### src/rtl/pci_conf_pkg.sv
// Shared constants and state encoding for the type-0 configuration-cycle target.
package pci_conf_pkg;
   localparam logic [3:0] CMD_CFG_RD = 4'hA;
   localparam logic [3:0] CMD_CFG_WR = 4'hB;

   localparam logic [3:0] REG_ID        = 4'd0;
   localparam logic [3:0] REG_CMD       = 4'd1;
   localparam logic [3:0] REG_CLASS     = 4'd2;
   localparam logic [3:0] REG_SCR_FIRST = 4'd4;
   localparam logic [3:0] REG_SCR_LAST  = 4'd7;

   typedef enum logic [2:0] {
      ST_IDLE,
      ST_BUSY,
      ST_TURN,
      ST_DATA,
      ST_BACKOFF
   } state_e;
endpackage

### src/rtl/pci_conf_cyc_target_if.sv
// PCI target-side bus signals; master drives the sampled inputs, slave the target outputs.
interface pci_conf_cyc_target_if;
   logic        frame_n_in;
   logic        irdy_n_in;
   logic        idsel_in;
   logic [31:0] ad_in;
   logic [3:0]  cbe_n_in;
   logic [31:0] ad_out;
   logic        ad_oe;
   logic        par_out;
   logic        par_oe;
   logic        trdy_n_out;
   logic        devsel_n_out;
   logic        stop_n_out;
   logic        ctrl_oe;

   modport master (
      output frame_n_in, irdy_n_in, idsel_in, ad_in, cbe_n_in,
      input  ad_out, ad_oe, par_out, par_oe, trdy_n_out, devsel_n_out, stop_n_out, ctrl_oe
   );
   modport slave (
      input  frame_n_in, irdy_n_in, idsel_in, ad_in, cbe_n_in,
      output ad_out, ad_oe, par_out, par_oe, trdy_n_out, devsel_n_out, stop_n_out, ctrl_oe
   );
endinterface

### src/rtl/pci_conf_regfile.sv
// 16-dword configuration space: fixed ID/class words, command bits and four scratch dwords.
module pci_conf_regfile
   import pci_conf_pkg::*;
#(
   parameter logic [15:0] VENDOR_ID = 16'h1895,
   parameter logic [15:0] DEVICE_ID = 16'h0001,
   parameter logic [31:0] CLASS_REV = 32'h0680_0001
) (
   input  logic        clk,
   input  logic        rst,
   input  logic        wr_en,
   input  logic [3:0]  idx,
   input  logic        oor,
   input  logic [31:0] wdata,
   input  logic [3:0]  be,
   output logic [31:0] rdata,
   output logic [2:0]  cmd
);
   logic [2:0]       cmd_q, cmd_d;
   logic [3:0][31:0] scr_q, scr_d;

   always_comb begin
      cmd_d = cmd_q;
      scr_d = scr_q;
      if (wr_en && !oor) begin
         if (idx == REG_CMD && be[0]) cmd_d = wdata[2:0];
         if (idx >= REG_SCR_FIRST && idx <= REG_SCR_LAST) begin
            for (int b = 0; b < 4; b++)
               if (be[b]) scr_d[idx[1:0]][8*b +: 8] = wdata[8*b +: 8];
         end
      end
   end

   always_comb begin
      rdata = '0;
      if (!oor) begin
         if (idx == REG_ID)         rdata = {DEVICE_ID, VENDOR_ID};
         else if (idx == REG_CMD)   rdata = {29'h0, cmd_q};
         else if (idx == REG_CLASS) rdata = CLASS_REV;
         else if (idx >= REG_SCR_FIRST && idx <= REG_SCR_LAST) rdata = scr_q[idx[1:0]];
      end
   end

   always_ff @(posedge clk or posedge rst) begin
      if (rst) begin
         cmd_q <= '0;
         scr_q <= '0;
      end else begin
         cmd_q <= cmd_d;
         scr_q <= scr_d;
      end
   end

   assign cmd = cmd_q;
endmodule

### src/rtl/pci_conf_cyc_target.sv
// Type-0 configuration-cycle target: claims IDSEL cycles, runs DEVSEL#/TRDY#/STOP#, serves the regfile.
module pci_conf_cyc_target
   import pci_conf_pkg::*;
#(
   parameter logic [15:0] VENDOR_ID = 16'h1895,
   parameter logic [15:0] DEVICE_ID = 16'h0001,
   parameter logic [31:0] CLASS_REV = 32'h0680_0001
) (
   input  logic                       pci_clk_in,
   input  logic                       reset_in,
   pci_conf_cyc_target_if.slave       bus,
   output logic [2:0]                 cmd_reg
);
   state_e      state_q, state_d;
   logic [3:0]  idx_q, idx_d;
   logic        oor_q, oor_d;
   logic        rd_q, rd_d;
   logic        done_q, done_d;
   logic        frame_prev_q, frame_prev_d;
   logic        par_q, par_d;
   logic        par_oe_q, par_oe_d;
   logic        wr_en, addr_phase, claim, ad_oe;
   logic [31:0] rdata;

   assign addr_phase = !bus.frame_n_in && frame_prev_q;
   assign claim = bus.idsel_in && (bus.cbe_n_in == CMD_CFG_RD || bus.cbe_n_in == CMD_CFG_WR) &&
                  bus.ad_in[1:0] == 2'b00 && bus.ad_in[10:8] == 3'b000;

   always_comb begin
      state_d      = state_q;
      idx_d        = idx_q;
      oor_d        = oor_q;
      rd_d         = rd_q;
      done_d       = done_q;
      frame_prev_d = bus.frame_n_in;
      wr_en        = 1'b0;
      unique case (state_q)
         ST_IDLE: if (addr_phase) begin
            if (claim) begin
               idx_d   = bus.ad_in[5:2];
               oor_d   = |bus.ad_in[7:6];
               rd_d    = (bus.cbe_n_in == CMD_CFG_RD);
               done_d  = 1'b0;
               state_d = (bus.cbe_n_in == CMD_CFG_RD) ? ST_TURN : ST_DATA;
            end else begin
               state_d = ST_BUSY;
            end
         end
         ST_BUSY: if (bus.frame_n_in && bus.irdy_n_in) state_d = ST_IDLE;
         ST_TURN: state_d = ST_DATA;
         ST_DATA: begin
            // done_q marks the disconnect hold: the single dword is already
            // transferred, STOP# stays low until the master drops FRAME#.
            if (!done_q) begin
               if (!bus.irdy_n_in) begin
                  wr_en = !rd_q;
                  if (!bus.frame_n_in) done_d = 1'b1;
                  else                 state_d = ST_BACKOFF;
               end
            end else if (bus.frame_n_in) begin
               state_d = ST_BACKOFF;
            end
         end
         ST_BACKOFF: state_d = ST_IDLE;
         default:    state_d = ST_IDLE;
      endcase
   end

   assign ad_oe    = (state_q == ST_DATA) && rd_q && !done_q;
   assign par_d    = ad_oe ? ^{rdata, bus.cbe_n_in} : 1'b0;
   assign par_oe_d = ad_oe;

   always_ff @(posedge pci_clk_in or posedge reset_in) begin
      if (reset_in) begin
         state_q      <= ST_IDLE;
         idx_q        <= '0;
         oor_q        <= 1'b0;
         rd_q         <= 1'b0;
         done_q       <= 1'b0;
         frame_prev_q <= 1'b1;
         par_q        <= 1'b0;
         par_oe_q     <= 1'b0;
      end else begin
         state_q      <= state_d;
         idx_q        <= idx_d;
         oor_q        <= oor_d;
         rd_q         <= rd_d;
         done_q       <= done_d;
         frame_prev_q <= frame_prev_d;
         par_q        <= par_d;
         par_oe_q     <= par_oe_d;
      end
   end

   pci_conf_regfile #(
      .VENDOR_ID (VENDOR_ID),
      .DEVICE_ID (DEVICE_ID),
      .CLASS_REV (CLASS_REV)
   ) u_regfile (
      .clk   (pci_clk_in),
      .rst   (reset_in),
      .wr_en (wr_en),
      .idx   (idx_q),
      .oor   (oor_q),
      .wdata (bus.ad_in),
      .be    (~bus.cbe_n_in),
      .rdata (rdata),
      .cmd   (cmd_reg)
   );

   assign bus.ad_oe        = ad_oe;
   assign bus.ad_out       = ad_oe ? rdata : '0;
   assign bus.par_out      = par_q;
   assign bus.par_oe       = par_oe_q;
   assign bus.ctrl_oe      = (state_q == ST_TURN) || (state_q == ST_DATA) || (state_q == ST_BACKOFF);
   assign bus.devsel_n_out = !((state_q == ST_TURN) || (state_q == ST_DATA));
   assign bus.trdy_n_out   = !(state_q == ST_DATA);
   assign bus.stop_n_out   = !((state_q == ST_DATA) && done_q);
endmodule

### src/flat_wrapper.sv
// flat-port wrapper written by rule: the top's interface ports become plain ports
module pci_conf_cyc_target_flat import pci_conf_pkg::*;
#(
   parameter logic [15:0] VENDOR_ID = 16'h1895,
   parameter logic [15:0] DEVICE_ID = 16'h0001,
   parameter logic [31:0] CLASS_REV = 32'h0680_0001
)
  (pci_clk_in, reset_in, cmd_reg, bus_frame_n_in, bus_irdy_n_in, bus_idsel_in, bus_ad_in, bus_cbe_n_in, bus_ad_out, bus_ad_oe, bus_par_out, bus_par_oe, bus_trdy_n_out, bus_devsel_n_out, bus_stop_n_out, bus_ctrl_oe);
  pci_conf_cyc_target_if bus_i ();
  input  logic pci_clk_in;
  input  logic reset_in;
  output logic [2:0] cmd_reg;
  input wire logic [$bits(bus_i.frame_n_in)-1:0] bus_frame_n_in;
  input wire logic [$bits(bus_i.irdy_n_in)-1:0] bus_irdy_n_in;
  input wire logic [$bits(bus_i.idsel_in)-1:0] bus_idsel_in;
  input wire logic [$bits(bus_i.ad_in)-1:0] bus_ad_in;
  input wire logic [$bits(bus_i.cbe_n_in)-1:0] bus_cbe_n_in;
  output wire logic [$bits(bus_i.ad_out)-1:0] bus_ad_out;
  output wire logic [$bits(bus_i.ad_oe)-1:0] bus_ad_oe;
  output wire logic [$bits(bus_i.par_out)-1:0] bus_par_out;
  output wire logic [$bits(bus_i.par_oe)-1:0] bus_par_oe;
  output wire logic [$bits(bus_i.trdy_n_out)-1:0] bus_trdy_n_out;
  output wire logic [$bits(bus_i.devsel_n_out)-1:0] bus_devsel_n_out;
  output wire logic [$bits(bus_i.stop_n_out)-1:0] bus_stop_n_out;
  output wire logic [$bits(bus_i.ctrl_oe)-1:0] bus_ctrl_oe;
  assign bus_i.frame_n_in = bus_frame_n_in;
  assign bus_i.irdy_n_in = bus_irdy_n_in;
  assign bus_i.idsel_in = bus_idsel_in;
  assign bus_i.ad_in = bus_ad_in;
  assign bus_i.cbe_n_in = bus_cbe_n_in;
  assign bus_ad_out = bus_i.ad_out;
  assign bus_ad_oe = bus_i.ad_oe;
  assign bus_par_out = bus_i.par_out;
  assign bus_par_oe = bus_i.par_oe;
  assign bus_trdy_n_out = bus_i.trdy_n_out;
  assign bus_devsel_n_out = bus_i.devsel_n_out;
  assign bus_stop_n_out = bus_i.stop_n_out;
  assign bus_ctrl_oe = bus_i.ctrl_oe;
  pci_conf_cyc_target #(.VENDOR_ID(VENDOR_ID), .DEVICE_ID(DEVICE_ID), .CLASS_REV(CLASS_REV)) u_core (.pci_clk_in(pci_clk_in), .reset_in(reset_in), .bus(bus_i), .cmd_reg(cmd_reg));
endmodule
### config.mk
export PLATFORM = sky130hd
export DESIGN_NAME = pci_conf_cyc_target_flat
export DESIGN_NICKNAME = d
export VERILOG_FILES = /design/src/rtl/pci_conf_pkg.sv /design/src/rtl/pci_conf_cyc_target_if.sv /design/src/rtl/pci_conf_regfile.sv /design/src/rtl/pci_conf_cyc_target.sv /design/src/flat_wrapper.sv
export SDC_FILE = /design/constraint.sdc
export NUM_CORES = 1
export LEC_CHECK = 0
export CAP_MARGIN = 5
export CORE_UTILIZATION = 30
export DETAILED_ROUTE_END_ITERATION = 10
export PLACE_DENSITY = 0.59
export REMOVE_ABC_BUFFERS = 1
export SETUP_SLACK_MARGIN = 0.2
export SLEW_MARGIN = 20
export SYNTH_ARGS = -nofsm -noshare
export SYNTH_HDL_FRONTEND = slang
export SYNTH_SLANG_ARGS = --single-unit
### constraint.sdc
create_clock -name pci_clk_in -period 5.4 [get_ports pci_clk_in]
set_clock_uncertainty 0.15 [all_clocks]
set_input_delay 0.54 -clock pci_clk_in [delete_from_list [all_inputs] [get_ports pci_clk_in]]
set_output_delay 0.54 -clock pci_clk_in [all_outputs]
set_load 0.05 [all_outputs]
; ---- Yosys cells after proc, flatten, opt, wreduce, memory -nomap -nowiden
; Index checks and enable logic that the tools add are counted.
[word_totals]
regBits = 144
input_bits = 41
out_inout_bits = 42
word_cells = 112
[classes]
magnitude_cmp = 4
n_eq_ne = 12
mux = 48
bitwise = 1
n_reduce_logical = 34
[ops]
columns = operator, n
row1 = two-way mux 128 bit, 10
row2 = bitwise mux 128 bit, 4
row3 = demux 32 bit (select 2 bit), 4
row4 = two-way mux 32 bit, 8
row5 = binary-select mux 32 bit (select 2 bit), 1
row6 = XOR reduction 36 bit, 1
row7 = two-way mux 24 bit, 1
row8 = two-way mux 3 bit, 6
row9 = two-way mux 16 bit, 1
row10 = logical AND 1 bit, 12
row11 = one-hot mux 3 bit (4 select lines), 1
row12 = two-way mux 1 bit, 10
row13 = AND reduction 3 bit, 3
row14 = equality test 4 bit (second input constant), 2
row15 = two-way mux 8 bit, 1
row16 = logical NOT 1 bit, 7
row17 = equality test 3 x 2 -> 1 bit (second input constant), 2
row18 = logical NOT 3 bit, 2
row19 = != test 2 x 1 -> 1 bit (second input constant), 3
row20 = equality test 4 x 1 -> 1 bit (second input constant), 1
row21 = equality test 4 x 2 -> 1 bit (second input constant), 1
row22 = >= comparator 4 x 3 -> 1 bit (second input constant), 1
row23 = <= comparator 4 x 3 -> 1 bit (second input constant), 1
row24 = logical NOT 4 bit, 1
row25 = other kinds (12), 15

; ---- Longest topological paths before layout
; Gate-level depths: netlist of the first run.
[logic_depth]
ltp_word = 18
ltp_mapped = 13
depth_no_buf = 9

; ---- Modules after synthesis
; Synthesis of the first run repeated with hierarchy kept, for this count alone.
[hier_totals]
cells_unflattened = 553
area_unflattened_um2 = 7338.3
[by_module_without_submodules]
columns = module, instances, cells_each, area_each_um2, seq_area_each_um2
row1 = pci_conf_regfile, 1, 427, 6182.2, 3278.1
row2 = pci_conf_cyc_target, 1, 126, 1156.1, 326.6

; ---- Worst setup path before layout of the first run
; OpenSTA, ideal clock, no wires.
[synth_path]
path_type = flip-flop to output port
from = register u_core.idx_q[0]
to = output port bus_ad_out[5]
t_arrival_ps = 4024
path_slack_ps = 686
stages_incl_launch_ff = 8
n_path_buf = 5
cell_sequence = dfrtp_1 > buf_4 > buf_4 > buf_2 > buf_1 > clkbuf_1 > nor2_1 > a2111oi_0
[synth_between]
elab_chain_len = 8
elab_cells_between_ends = 14
classes_between = order compare: 2 / eq/ne: 2 / mux: 8 / reduce/logical: 2
[synth_lines]
columns = element, line
row1 = start: declaration, pci_conf_cyc_target.sv:15  ; logic [3:0] idx_q, idx_d;
row2 = start signal: assignment, pci_conf_cyc_target.sv:85  ; idx_q <= idx_d;
row3 = ">= comparator 4 x 3 -> 1 bit, or another cell as far along", pci_conf_regfile.sv:40  ; else if (idx >= REG_SCR_FIRST && idx <= REG_SCR_LAST) rdata = scr_q[idx[1:0]];
row4 = logical AND 1 bit or two-way mux 32 bit (tied branches), pci_conf_regfile.sv:40
row5 = two-way mux 32 bit, pci_conf_regfile.sv:40
row6 = two-way mux 32 bit, pci_conf_regfile.sv:39  ; else if (idx == REG_CLASS) rdata = CLASS_REV;
row7 = two-way mux 32 bit, pci_conf_regfile.sv:38  ; else if (idx == REG_CMD) rdata = {29'h0, cmd_q};
row8 = two-way mux 32 bit (*), pci_conf_regfile.sv:37  ; if (idx == REG_ID) rdata = {DEVICE_ID, VENDOR_ID};
row9 = two-way mux 32 bit (*), pci_conf_regfile.sv:36  ; if (!oor) begin
row10 = two-way mux 32 bit (*), pci_conf_cyc_target.sv:112  ; assign bus.ad_out = ad_oe ? rdata : '0;
row11 = end: declaration, flat_wrapper.sv:18  ; output wire logic [$bits(bus_i.ad_out)-1:0] bus_ad_out;
; Every way passes the cells marked *; elsewhere a longest branch is shown, timed or not. The select of a mux whose other input is x is not followed.

; ---- Worst setup path after layout of the first run
[layout_path]
from = register u_core.idx_q[0]
to = output port bus_ad_out[12]
; Same word-level chain as after synthesis.

==> flow_summary.toml, run 1 <==
[worst_setup_path]
path_class = "flip-flop to primary output"
endpoint_kind = "primary output"
cp.required_ns = 4.71
cp-start-kind = "flip-flop"
cp_max_fo = 48
arrival_ns = 3.57

[yosys]
async_reset_ff_share_pct = 100.0
netlist_instances = 562
synth_edf_count = 0
ys_ff_latch = 144
ys_seq_area_share_pct = 49.16
synth_warnings = 0
syn_area_mm2 = 0.007332
syn_avg_cell_area_um2 = 13.05
yosysUniqueCellTypes = 49
ys.flop_type = "dfrtp_1"

[min_path]
hold_class = "flip-flop to flip-flop"

[clocking]
cts_buffers = 17
cts.repair.resized = 0
cts_hold_buf = 0
h-tree-depth = 4
cts_root_buffer = "clkbuf_16"
cts_sinks = 144
cts.reportedPaths.clkPinSlew_ns = 0.06
clkLatencyLatePin_ns = 0.42
postCtsSetupBuffers = 0
cts_tree = "built"
clk_path_buf_depth = 2

[global_routing]
grt_antenna_before_repair = 0
grt_max_degree = 109
gr-usage-all-layers_pct = 16.08
grt_pass1_vias = 5274
overflow = 0
grt_pass1_wl_mm = 29.89

[routing]
wire_per_inst_um = 19.26
drtAntennaViolNets = 0
drc = 0
vias = 4875
dr.pass1.iters = 4
drt-initial-drc-count = 257
drt-vias-per-instance = 4.974
drt-total-wl_mm = 18.88

[layout]
largest_register_ffs = 128
reg_top3 = "u_core.u_regfile.scr_q: 128 flops, u_core.idx_q: 4 flops"
n_antenna_cell = 0
final_cells = 980
num-nets-final = 692
drive_above_1_share_pct = 30.26
layout_common_cells = "dfrtp_1 (141), mux2_2 (140), clkdlybuf4s50_1 (82), nor2_1 (35), nand2_1 (32)"
syn_to_final_growth_pct = 23.63
top_register = "u_core.u_regfile.scr_q"
layout_commonest_cell = "dfrtp_1"

[timing]
setup_viol = 0
rsz0062_at_grt = "no"
slew_headroom_pct = 24.23
setup-tns-final_ns = 0
layout_min_cycle_time_ns = 4.262
max_freq_ghz = 0.2346
timing.final.hold_violations = 0
period_share_pct = 78.93
tightest_slew_ns = 1.137
maxSlewViolCount = 0

[die]
die_x_um = 158.3
design.core.area_mm2 = 0.02375
die_y_um = 158.3
rows = 56
die_area_mm2 = 0.02507
start_util_pct = 30.87
io_pins = 83

[run]
cap_violations = 0

[power]
clkPwrFrac_pct = 49.2
switchingPower_w = 0.0005008
powerDensity_mw_per_mm2 = 260.3
peakVddDrop_mv = 0.1602
combPwrFrac_pct = 4.7
leakage_nw = 4.153
netSwitchingFraction_pct = 21.23
p_seq_share_pct = 46.1
p_int_w = 0.001859

[placed_design]
place.gp.congestion = 0.8004
dp_hpwl_mm = 13.35
placedCellCount = 948
port-buffer-count = 82

[outcome]
status = "finished, final reports clean"
-- worst paths after layout --
kind / from / to / slack, ns / cells past startpoint
min reg2reg: u_core.u_regfile.scr_q[82] / u_core.u_regfile.scr_q[82] / 0.35 / 1
min in group asynchronous: reset_in / u_core.u_regfile.scr_q[83] / 0.56 / 2
max reg2reg: u_core.idx_q[0] / u_core.bus.par_out / 1.58 / 9
min: u_core.u_regfile.scr_q[82] / u_core.u_regfile.scr_q[82] / 0.35 / 1
max in group asynchronous: reset_in / u_core.idx_q[1] / 3.40 / 3
max: u_core.idx_q[0] / bus_ad_out[12] / 1.14 / 5
-- per-stage QoR --
| step | utilization, % | total power (W) | area [um2] | setup WS (ns) | hold slack [ns] |
|---|---|---|---|---|---|
| final | 38.16 | 0.002359 | 9065 | 1.138 | 0.3475 |
| after global routing | 38.16 | 0.002441 | 9065 | 0.9029 | 0.3645 |
| after CTS | 38.16 | 0.002381 | 9065 | 1.166 | 0.3491 |
| after detailed placement | 35.71 | 0.001218 | 8483 | 1.628 | 0.3358 |
| after global placement | 35.71 | 0.001215 | 8483 | 1.663 | 0.3310 |
| after floorplan | - | 0.001157 | 7211 | 0.01453 | 0.3131 |
-- final cells by class --
| cell class | count | area [um2] |
|---|---|---|
| Sequential cell | 144 | 3607 |
| Tap cell | 319 | 399.1 |
| Timing Repair Buffer | 88 | 865.8 |
| Multi-Input combinational cell | 391 | 3583 |
| Clock inverter | 6 | 82.58 |
| Clock buffer | 26 | 499.2 |
| Inverter | 6 | 27.53 |
| Fill cell | 2246 | 14690 |
-- cell usage after synthesis, types with 5 or more instances --
library cell	number	area, um2
nand2_1	32	120.1
inv_1	5	18.77
and2_1	18	112.6
nor3_2	5	50.05
dfrtp_1	143	3578
clkbuf_1	9	33.78
o21ai_0	10	50.05
nand3_1	7	35.03
xor2_1	13	113.9
a21oi_1	16	80.08
mux4_2	15	337.8
mux4_1	7	183.9
nor2b_1	8	50.05
xnor2_1	19	166.4
nor3_1	9	45.04
mux2_2	140	1577
mux2i_1	15	150.1
nor2_1	35	131.4
-- critical path: stages, from the launching register on --
cell and delay, ns:
dfrtp_2 1.12, clkinv_1 0.64, nand2_1 0.28, o22ai_1 0.19, nor2b_1 0.21, clkdlybuf4s50_1 0.70
-- cell families (layout without fill, tap and decap cells) --
| group | after synthesis | after routing | share of synthesized area (%) |
|---|---|---|---|
| DFF | 144 | 144 | 49.16 |
| xor gates and xnor gates | 36 | 36 | 4.966 |
| muxes | 177 | 177 | 30.67 |
| and+or+nand+nor | 130 | 130 | 9.010 |
| adders and majority gates | 3 | 3 | 0.5120 |
| buffers and inverters | 27 | 126 | 1.962 |
| AOI/OAI and AO/OA | 45 | 45 | 3.720 |
-- per-layer routing --
metal | track usage, % | wire length [um]
met5 | 0 | 0
met4 | 4.304 | 211
met3 | 3.620 | 916
met2 | 27.34 | 9523
met1 | 20.51 | 8224
-- power groups by stage --
stage | combinational (W) | clock [W] | sequential (W)
4_1_cts | 0.000113 | 0.00118 | 0.00109
2_1_floorplan | 0.0000515 | 0 | 0.00111
5_1_grt | 0.000123 | 0.00123 | 0.00109
3_3_place_gp | 0.000109 | 0 | 0.00111
6_report | 0.000111 | 0.00116 | 0.00109
3_5_place_dp | 0.000112 | 0 | 0.00111
(Power assumes the default switching activity.)
==> run 2, diff against run 1 <==
--- a/config.mk
+++ b/config.mk
@@ -8,7 +8,7 @@
 export CAP_MARGIN = 5
 export CORE_UTILIZATION = 30
 export DETAILED_ROUTE_END_ITERATION = 10
-export PLACE_DENSITY = 0.59
+export PLACE_DENSITY = 0.61
 export REMOVE_ABC_BUFFERS = 1
 export SETUP_SLACK_MARGIN = 0.2
 export SLEW_MARGIN = 20
==> constraint.sdc (replaced) <==
create_clock -name pci_clk_in -period 3.9 [get_ports pci_clk_in]
set_clock_uncertainty 0.15 [all_clocks]
set_input_delay 0.39 -clock pci_clk_in [delete_from_list [all_inputs] [get_ports pci_clk_in]]
set_output_delay 0.39 -clock pci_clk_in [all_outputs]
set_load 0.05 [all_outputs]
==> flow_summary.toml, run 2 (same netlist as run 1, synthesis figures left out) <==
[layout]
fin_area_mm2 = 0.009345
fill_cells = 2261
n_antenna_cell = 0
layout_commonest_cell = "dfrtp_1"
layout_common_cells = "dfrtp_1 (141), mux2_2 (140), clkdlybuf4s50_1 (58), nor2_1 (35), nand2_1 (32)"
reg_top3 = "u_core.u_regfile.scr_q: 128 flops, u_core.idx_q: 4 flops"
seq_area_mm2 = 0.003607
drive_above_1_share_pct = 35.31
top_register = "u_core.u_regfile.scr_q"
largest_register_ffs = 128
multiInputGateArea_mm2 = 0.003583
num-nets-final = 705
syn_to_final_growth_pct = 27.46
utilization_pct = 39.34

[routing]
wire_per_inst_um = 18.73
drc = 0
vias = 4841
drt-vias-per-instance = 4.875
drt-total-wl_mm = 18.60
drt-initial-drc-count = 252
drtAntennaViolNets = 0
dr.pass1.iters = 4

[global_routing]
grt_pass1_vias = 5122
grt_antenna_before_repair = 0
grt_max_degree = 83
gr-usage-all-layers_pct = 15.94
overflow = 0
grt_pass1_wl_mm = 29.30

[die]
die_x_um = 158.3
start_util_pct = 30.87
design.core.area_mm2 = 0.02375
rows = 56
die_y_um = 158.3
io_pins = 83
die_area_mm2 = 0.02507

[run]
cap_violations = 0

[timing]
hold_slack_ns = 0.3003
timing.final.hold_violations = 0
layout_min_cycle_time_ns = 3.568
maxSlewViolCount = 0
setup_viol = 0
tightest_slew_ns = 0.8210
max_freq_ghz = 0.2803
slew_headroom_pct = 44.97
period_share_pct = 91.48
rsz0062_at_grt = "no"
setup-tns-final_ns = 0

[clocking]
cts_tree = "built"
cts_buffers = 17
cts_root_buffer = "clkbuf_16"
clk_path_buf_depth = 2
h-tree-depth = 4
cts_sinks = 144
clkLatencyLatePin_ns = 0.42
cts.reportedPaths.clkPinSlew_ns = 0.06
postCtsSetupBuffers = 0

[placed_design]
dp_hpwl_mm = 13.24
place.gp.congestion = 0.7991
placed_cell_area_mm2 = 0.008768
port-buffer-count = 82

[worst_setup_path]
cp_common_cell = "o21ai_0"
cp_max_fo = 23
path_class = "flip-flop to primary output"
cp.required_ns = 3.36
crit_slowest_cell = "dfrtp_2"
r2r_slack_ns = 0.70
path_delay_family = "buffers and inverters"
r2r_end = "u_core.bus.par_out"
cp_slowest_stage_delay_ns = 0.77
cp_cell_sequence = "clkinv_1, a31oi_1, o21ai_0, o21ai_0, nor2_1, clkdlybuf4s50_1"
endpoint_kind = "primary output"
worst-path-buf-inv = 2
cp-start-kind = "flip-flop"
arrival_ns = 3.03
r2r-start = "u_core.idx_q[0]"
reg2reg_depth = 9

[power]
peakVddDrop_mv = 0.2412
power_w = 0.003248
leakage_nw = 4.360
powerDensity_mw_per_mm2 = 347.6

[min_path]
holdPathEnd = "u_core.frame_prev_q"
hold_path_depth = 1
hold_class = "input port to flip-flop"
hp-start = "bus_frame_n_in"

[outcome]
status = "finished, final reports clean"
run 2: metrics by stage:
step                      worst slack (ns)  cells
after floorplan                     -1.335    541
after global placement              0.6043    961
after detailed placement            0.6185    961
after CTS                           0.2445    993
after global routing                0.2172    993
final                               0.3321    993
run 2: worst max path at each step:
stage / to / startpoint / cells past startpoint / slack, ns
after floorplan: bus_ad_out[5] / u_core.idx_q[1] / 3 / -1.34
after global placement: bus_ad_out[5] / u_core.idx_q[1] / 5 / 0.60
after detailed placement: bus_ad_out[5] / u_core.idx_q[1] / 5 / 0.62
after CTS: bus_ad_out[1] / u_core.state_q[2] / 5 / 0.24
after global routing: bus_ad_out[11] / u_core.state_q[2] / 5 / 0.22
final: bus_ad_out[0] / u_core.idx_q[0] / 6 / 0.33
run 2: area by class of cell:
cell class | count | area share, %
tap | 319 | 4.271
clock buffer | 17 | 4.552
sequential | 144 | 38.60
timing repair buffer | 101 | 12.38
multi-input combinational | 391 | 38.35
clock inverter | 15 | 1.553
inverter | 6 | 0.2946
run 2: routing by layer:
layer | vias up | share of wire [%] | global-route usage (%)
met1 | 2472 | 47 | 21.40
met3 | 18 | 4.8 | 3.566
met4 | 0 | 1.8 | 5.907
met2 | 103 | 46 | 25.10
li1 | 2248 | - | -
met5 | - | 0 | 0
run 2: worst reg2reg max path, delay by kind of cell (launching register included):
family | cells | cell delay, ns
xor+xnor | 4 | 0.86
flops | 1 | 0.77
compound gates | 2 | 0.67
buf+inv | 1 | 0.52
simple gates | 2 | 0.14
run 2: timing repair:
item | 4_1_cts | 5_1_grt
hold buffers | 0 | 0
endpoints found under the setup margin | 1 | 3
gates resized for setup | 1 | 3
run 2: power by group:
part	internal (W)	leakage (nW)	switching [W]
clock	0.000935	0.271	0.000651
combinational	0.0000711	2.09	0.0000886
sequential	0.00150	2.00	0.00000465
